### src/rtl/dhcp_pkg.sv
// rtl/dhcp_pkg.sv - shared BOOTP/DHCP frame constants for the DHCP transmitter and receiver
package dhcp_pkg;

  localparam logic [7:0] OP_BOOTREQUEST = 8'd1;
  localparam logic [7:0] HTYPE_ETH      = 8'd1;
  localparam logic [7:0] HLEN_ETH       = 8'd6;
  localparam logic [15:0] FLAGS_BROADCAST = 16'h0080;

  // Magic cookie 99.130.83.99 in wire order
  localparam logic [7:0] COOKIE_0 = 8'h63;
  localparam logic [7:0] COOKIE_1 = 8'h82;
  localparam logic [7:0] COOKIE_2 = 8'h53;
  localparam logic [7:0] COOKIE_3 = 8'h63;

  localparam logic [7:0] OPT_REQ_IP    = 8'd50;
  localparam logic [7:0] OPT_MSG_TYPE  = 8'd53;
  localparam logic [7:0] OPT_SERVER_ID = 8'd54;
  localparam logic [7:0] OPT_END       = 8'd255;

  localparam logic [7:0] DHCPDISCOVER = 8'd1;
  localparam logic [7:0] DHCPOFFER    = 8'd2;
  localparam logic [7:0] DHCPREQUEST  = 8'd3;
  localparam logic [7:0] DHCPACK      = 8'd5;

  localparam int LEN_DISCOVER = 122;
  localparam int LEN_REQUEST  = 128;

  localparam logic [6:0] W_OP      = 7'd0;
  localparam logic [6:0] W_HLEN    = 7'd1;
  localparam logic [6:0] W_XID     = 7'd2;
  localparam logic [6:0] W_SECS    = 7'd4;
  localparam logic [6:0] W_FLAGS   = 7'd5;
  localparam logic [6:0] W_CHADDR  = 7'd14;
  localparam logic [6:0] W_COOKIE  = 7'd118;
  localparam logic [6:0] W_OPTIONS = 7'd120;

  typedef enum logic {
    KIND_DISCOVER = 1'b0,
    KIND_REQUEST  = 1'b1
  } msg_kind_t;

  function automatic logic [6:0] last_word(input msg_kind_t kind);
    last_word = (kind == KIND_REQUEST) ? 7'(LEN_REQUEST - 1) : 7'(LEN_DISCOVER - 1);
  endfunction

endpackage

### src/rtl/dhcptx_wordmux.sv
// rtl/dhcptx_wordmux.sv - combinational payload word selection by word index and message kind
import dhcp_pkg::*;

module dhcptx_wordmux (
  input  logic [6:0]  index,
  input  msg_kind_t   kind,
  input  logic [31:0] xid,
  input  logic [47:0] chaddr,
  input  logic [31:0] reqipaddr,
  input  logic [31:0] serverid,
  output logic [15:0] word
);

  logic req;
  assign req = (kind == KIND_REQUEST);

  // Low byte of each word is the earlier byte on the wire
  always_comb begin
    word = 16'h0000;
    case (index)
      W_OP:              word = {HTYPE_ETH, OP_BOOTREQUEST};
      W_HLEN:            word = {8'h00, HLEN_ETH};
      W_XID:             word = xid[15:0];
      W_XID + 7'd1:      word = xid[31:16];
      W_FLAGS:           word = FLAGS_BROADCAST;
      W_CHADDR:          word = chaddr[15:0];
      W_CHADDR + 7'd1:   word = chaddr[31:16];
      W_CHADDR + 7'd2:   word = chaddr[47:32];
      W_COOKIE:          word = {COOKIE_1, COOKIE_0};
      W_COOKIE + 7'd1:   word = {COOKIE_3, COOKIE_2};
      W_OPTIONS:         word = {8'd1, OPT_MSG_TYPE};
      W_OPTIONS + 7'd1:  word = req ? {OPT_REQ_IP, DHCPREQUEST} : {OPT_END, DHCPDISCOVER};
      W_OPTIONS + 7'd2:  word = req ? {reqipaddr[7:0], 8'd4} : 16'h0000;
      W_OPTIONS + 7'd3:  word = req ? reqipaddr[23:8] : 16'h0000;
      W_OPTIONS + 7'd4:  word = req ? {OPT_SERVER_ID, reqipaddr[31:24]} : 16'h0000;
      W_OPTIONS + 7'd5:  word = req ? {serverid[7:0], 8'd4} : 16'h0000;
      W_OPTIONS + 7'd6:  word = req ? serverid[23:8] : 16'h0000;
      W_OPTIONS + 7'd7:  word = req ? {OPT_END, serverid[31:24]} : 16'h0000;
      default:           word = 16'h0000;
    endcase
  end

endmodule

### src/rtl/dhcptx.sv
// rtl/dhcptx.sv - DHCP client transmitter streaming DISCOVER/REQUEST payload words
import dhcp_pkg::*;

module dhcptx (
  input  logic        clock,
  input  logic        reset,
  input  logic        senddiscover,
  input  logic        sendrequest,
  input  logic [31:0] xid,
  input  logic [47:0] chaddr,
  input  logic [31:0] reqipaddr,
  input  logic [31:0] serverid,
  input  logic        ready,
  output logic        validout,
  output logic        sof,
  output logic        eof,
  output logic [15:0] dataout,
  output logic        busy,
  output logic        done
);

  localparam logic [1:0] ST_IDLE = 2'd0;
  localparam logic [1:0] ST_SEND = 2'd1;
  localparam logic [1:0] ST_DONE = 2'd2;

  logic [1:0]  state;
  logic [6:0]  idx;
  msg_kind_t   kind;
  logic [31:0] xid_q;
  logic [47:0] chaddr_q;
  logic [31:0] reqip_q;
  logic [31:0] serverid_q;
  logic [6:0]  sel_idx;
  logic [6:0]  last_idx;
  logic [15:0] word;

  // idx names the word held in the output register; the mux looks one word ahead once loaded
  assign sel_idx  = validout ? idx + 7'd1 : idx;
  assign last_idx = last_word(kind);
  assign busy     = (state == ST_SEND);

  dhcptx_wordmux u_wordmux (
    .index     (sel_idx),
    .kind      (kind),
    .xid       (xid_q),
    .chaddr    (chaddr_q),
    .reqipaddr (reqip_q),
    .serverid  (serverid_q),
    .word      (word)
  );

  always_ff @(posedge clock) begin
    if (reset) begin
      state      <= ST_IDLE;
      idx        <= 7'd0;
      kind       <= KIND_DISCOVER;
      xid_q      <= 32'h0;
      chaddr_q   <= 48'h0;
      reqip_q    <= 32'h0;
      serverid_q <= 32'h0;
      validout   <= 1'b0;
      sof        <= 1'b0;
      eof        <= 1'b0;
      dataout    <= 16'h0000;
      done       <= 1'b0;
    end else begin
      done <= 1'b0;
      case (state)
        ST_IDLE: begin
          if (senddiscover || sendrequest) begin
            kind       <= senddiscover ? KIND_DISCOVER : KIND_REQUEST;
            xid_q      <= xid;
            chaddr_q   <= chaddr;
            reqip_q    <= reqipaddr;
            serverid_q <= serverid;
            idx        <= 7'd0;
            state      <= ST_SEND;
          end
        end
        ST_SEND: begin
          if (!validout) begin
            validout <= 1'b1;
            dataout  <= word;
            sof      <= (sel_idx == 7'd0);
            eof      <= (sel_idx == last_idx);
          end else if (ready) begin
            if (eof) begin
              validout <= 1'b0;
              sof      <= 1'b0;
              eof      <= 1'b0;
              dataout  <= 16'h0000;
              done     <= 1'b1;
              state    <= ST_DONE;
            end else begin
              idx     <= sel_idx;
              dataout <= word;
              sof     <= 1'b0;
              eof     <= (sel_idx == last_idx);
            end
          end
        end
        ST_DONE: state <= ST_IDLE;
        default: state <= ST_IDLE;
      endcase
    end
  end

endmodule

### config.mk
export PLATFORM = sky130hd
export DESIGN_NAME = dhcptx
export DESIGN_NICKNAME = d
export VERILOG_FILES = /design/src/rtl/dhcp_pkg.sv /design/src/rtl/dhcptx_wordmux.sv /design/src/rtl/dhcptx.sv
export SDC_FILE = /design/constraint.sdc
export NUM_CORES = 1
export LEC_CHECK = 0
export ABC_AREA = 1
export BUFFER_PORTS_ARGS = -buffer_cell sky130_fd_sc_hd__buf_4
export CELL_PAD_IN_SITES_DETAIL_PLACEMENT = 1
export CELL_PAD_IN_SITES_GLOBAL_PLACEMENT = 1
export CORE_MARGIN = 2
export CORE_UTILIZATION = 24
export DETAILED_ROUTE_END_ITERATION = 8
export MAX_ROUTING_LAYER = met4
export PLACE_DENSITY = 0.52
export REMOVE_ABC_BUFFERS = 1
export SYNTH_ARGS = -nofsm -noshare
export SYNTH_HDL_FRONTEND = slang
export SYNTH_HIERARCHICAL = 1
export SYNTH_SLANG_ARGS = --single-unit
### constraint.sdc
create_clock -name clock -period 2.8 [get_ports clock]
set_clock_uncertainty 0.1 [all_clocks]
set_input_delay 0.56 -clock clock [delete_from_list [all_inputs] [get_ports clock]]
set_output_delay 0.56 -clock clock [all_outputs]
set_load 0.1 [all_outputs]
==> results.cfg <==
[final_layout]
n_fill_cell = 4223
final_area_um2 = 10700
regArea_um2 = 3480
drive_gt1_frac = 0.216
multi_input_area_um2 = 4080
stdcell_count = 1824
synthToLayoutAreaGrowth_pct = 32.3
finalNetCount = 1514
postLayoutCoreUtil = 0.321
layout_commonest_cell = nand2_1
antenna_cells = 0
mostFrequentLayoutCells = nand2_1 (455), buf_4 (214), dfxtp_1 (174)

[clock_network]
cts_buffer_depth = 2
clock-sinks = 174
clock_latency_ns = 0.44
cts_tree = built
numCtsBuffers = 17
cts_root_buf = clkbuf_16
cts_max_level = 4
clkTransAtPathRegs_ns = 0.06

[power_and_ir_drop]
pwr-share-seq = 0.455
finalPower_mw = 6.02
power.leakage_nw = 4.57
power_switching_mw = 1.72
vdd_drop_max_v = 0.000398
comb_power_share = 0.135
p_int_mw = 4.30
switching_share = 0.286
clockPowerShare = 0.410
powerDensity_nw_per_um2 = 564

[status]
status = finished clean

[drt]
drtIter0Drc = 330
drt_first_pass_iters = 4
wl_um = 31000
ant_nets = 0
wl_per_cell_um = 17.0
post_drt_via_cell_ratio = 4.53
vias = 8256
post-route-drc-count = 0

[synthesis]
yosysSeqAreaShare = 0.432
synthArstFlopShare = 0
ys_types = 33
synth_seq_cells = 174
syn_inst = 1192
synth_warnings = 6
ys.flop_type = dfxtp_1
synth-edff-count = 0
netlist_area_um2 = 8070
syn_avg_cell_area_um2 = 6.77

[sta]
fin_ws_ns = 0.176
final.min_clock_period_ns = 2.62
drv_slew = 0
tightest_slew_ns = 0.674
fmax_mhz = 381
rsz0062_at_grt = false
setup_viol_count_final = 0
min_period_over_period = 0.937
hold_viol = 0
slew_headroom = 0.550
tns_ns = 0
hold-worst-slack_ns = 0.244

[worst_setup_path]
crit_arrival_ns = 2.89
start_kind = flip-flop
crit_fanout = 7
worst_ep_required_time_ns = 3.07
critical_path_class = reg -> reg
end_kind = flip-flop

[job]
drv_cap = 0

[die]
ios = 170
die_w_um = 187
fp.dieH_um = 187
num_rows = 67
coreArea_um2 = 33300
dieArea_um2 = 35100
initial_core_util = 0.242

[placement]
postPlaceCellArea_um2 = 9940
dp_hpwl_um = 22600
portBuffers = 169
dp.cells = 1787
place_congestion = 0.836
preCtsSetupSlack_ns = -0.0380

[global_route]
overflow = 0
first_global_vias = 8653
grt_use_total = 0.182
grt_start_max_net_pins = 146
grt_pass1_wl_um = 48200
antenna_found_initial = 0

[min_path]
hp-class = in -> reg
==> synth_stat cells (4+ instances only) <==
cell type / instances / share of area
nor3_1: 4 / 0.0025
a21oi_1: 171 / 0.11
nand3_1: 120 / 0.074
nor2_2: 8 / 0.0062
inv_2: 7 / 0.0033
nand2_2: 5 / 0.0039
o21ai_0: 6 / 0.0037
nor2_4: 7 / 0.0098
buf_6: 9 / 0.013
dfxtp_1: 174 / 0.43
buf_2: 30 / 0.019
inv_1: 40 / 0.019
nand4_1: 28 / 0.022
buf_4: 6 / 0.0056
nand3b_1: 7 / 0.0065
nor2_1: 69 / 0.032
nand2_1: 459 / 0.21
clkbuf_1: 25 / 0.012
==> critical path: stages, from the launching register on <==
cell	delay, ns
dfxtp_1	0.37
ha_1	0.18
nand2_2	0.10
nor2_2	0.16
nand2_1	0.07
nand2_1	0.07
nand2_2	0.07
inv_2	0.11
inv_2	0.05
buf_4	0.13
nor2_4	0.14
buf_6	0.16
nand2_2	0.11
o21ai_0	0.31
inv_1	0.09
nand3_1	0.10
nand3_1	0.08
a21oi_1	0.14
==> path summary, 6_finish.rpt <==
path	from	end	slack [ns]	cells after the start
max reg2reg	idx[0]	dataout[0]	0.18	17
min reg2reg	serverid_q[23]	serverid_q[23]	0.37	2
max	idx[0]	dataout[0]	0.18	17
min	senddiscover	kind	0.24	2
==> per-layer routing <==
metal | global-route usage | up-vias | wire, um
met2 | 0.306 | 123 | 15100
met3 | 0.0240 | 10 | 968
met4 | 0.0388 | 0 | 248
met1 | 0.235 | 3902 | 14700
met5 | - | - | 0
li1 | - | 4221 | -
==> repair_timing <==
item	4_1_cts	5_1_grt
endpoints found under the setup margin	4	16
hold buffers	0	0
buffers inserted	0	6
pin swaps	1	2
resized for setup	1	24
==> state kept, by name, summed over array words and instances, names as in the netlist <==
name,count
eof,1
validout,1
serverid_q,32
chaddr_q,48
done,1
xid_q,32
idx,7
reqip_q,32
sof,1
dataout,16
kind,1
state,2
==> power by group through the flow <==
stage / Combinational, mW / Clock [mW] / Sequential, mW
after CTS: 0.831 / 2.55 / 2.74
after floorplan: 0.372 / 0 / 2.82
after global placement: 0.825 / 0 / 2.80
after detailed placement: 0.830 / 0 / 2.80
after global routing: 0.917 / 2.64 / 2.76
final: 0.813 / 2.47 / 2.74
==> layout make-up <==
| cell class | count | area share |
|---|---|---|
| clock buffers | 18 | 0.0411 |
| clock inverters | 13 | 0.0144 |
| inverters | 48 | 0.0174 |
| multi-input cells | 900 | 0.382 |
| flip-flops and latches | 174 | 0.326 |
| well taps | 448 | 0.0525 |
| repair buffers | 223 | 0.166 |
==> kinds of logic after synthesis <==
logic type | after synthesis | share of synthesized area
XOR/XNOR | 3 | 0.00326
buffers and inverters | 118 | 0.0709
AND/OR/NAND/NOR | 714 | 0.378
flip-flops | 174 | 0.432
AO/OA/AOI/OAI | 182 | 0.114
adder cells (fa/ha/maj) | 1 | 0.00155
Power figures use the tool's default switching activity.
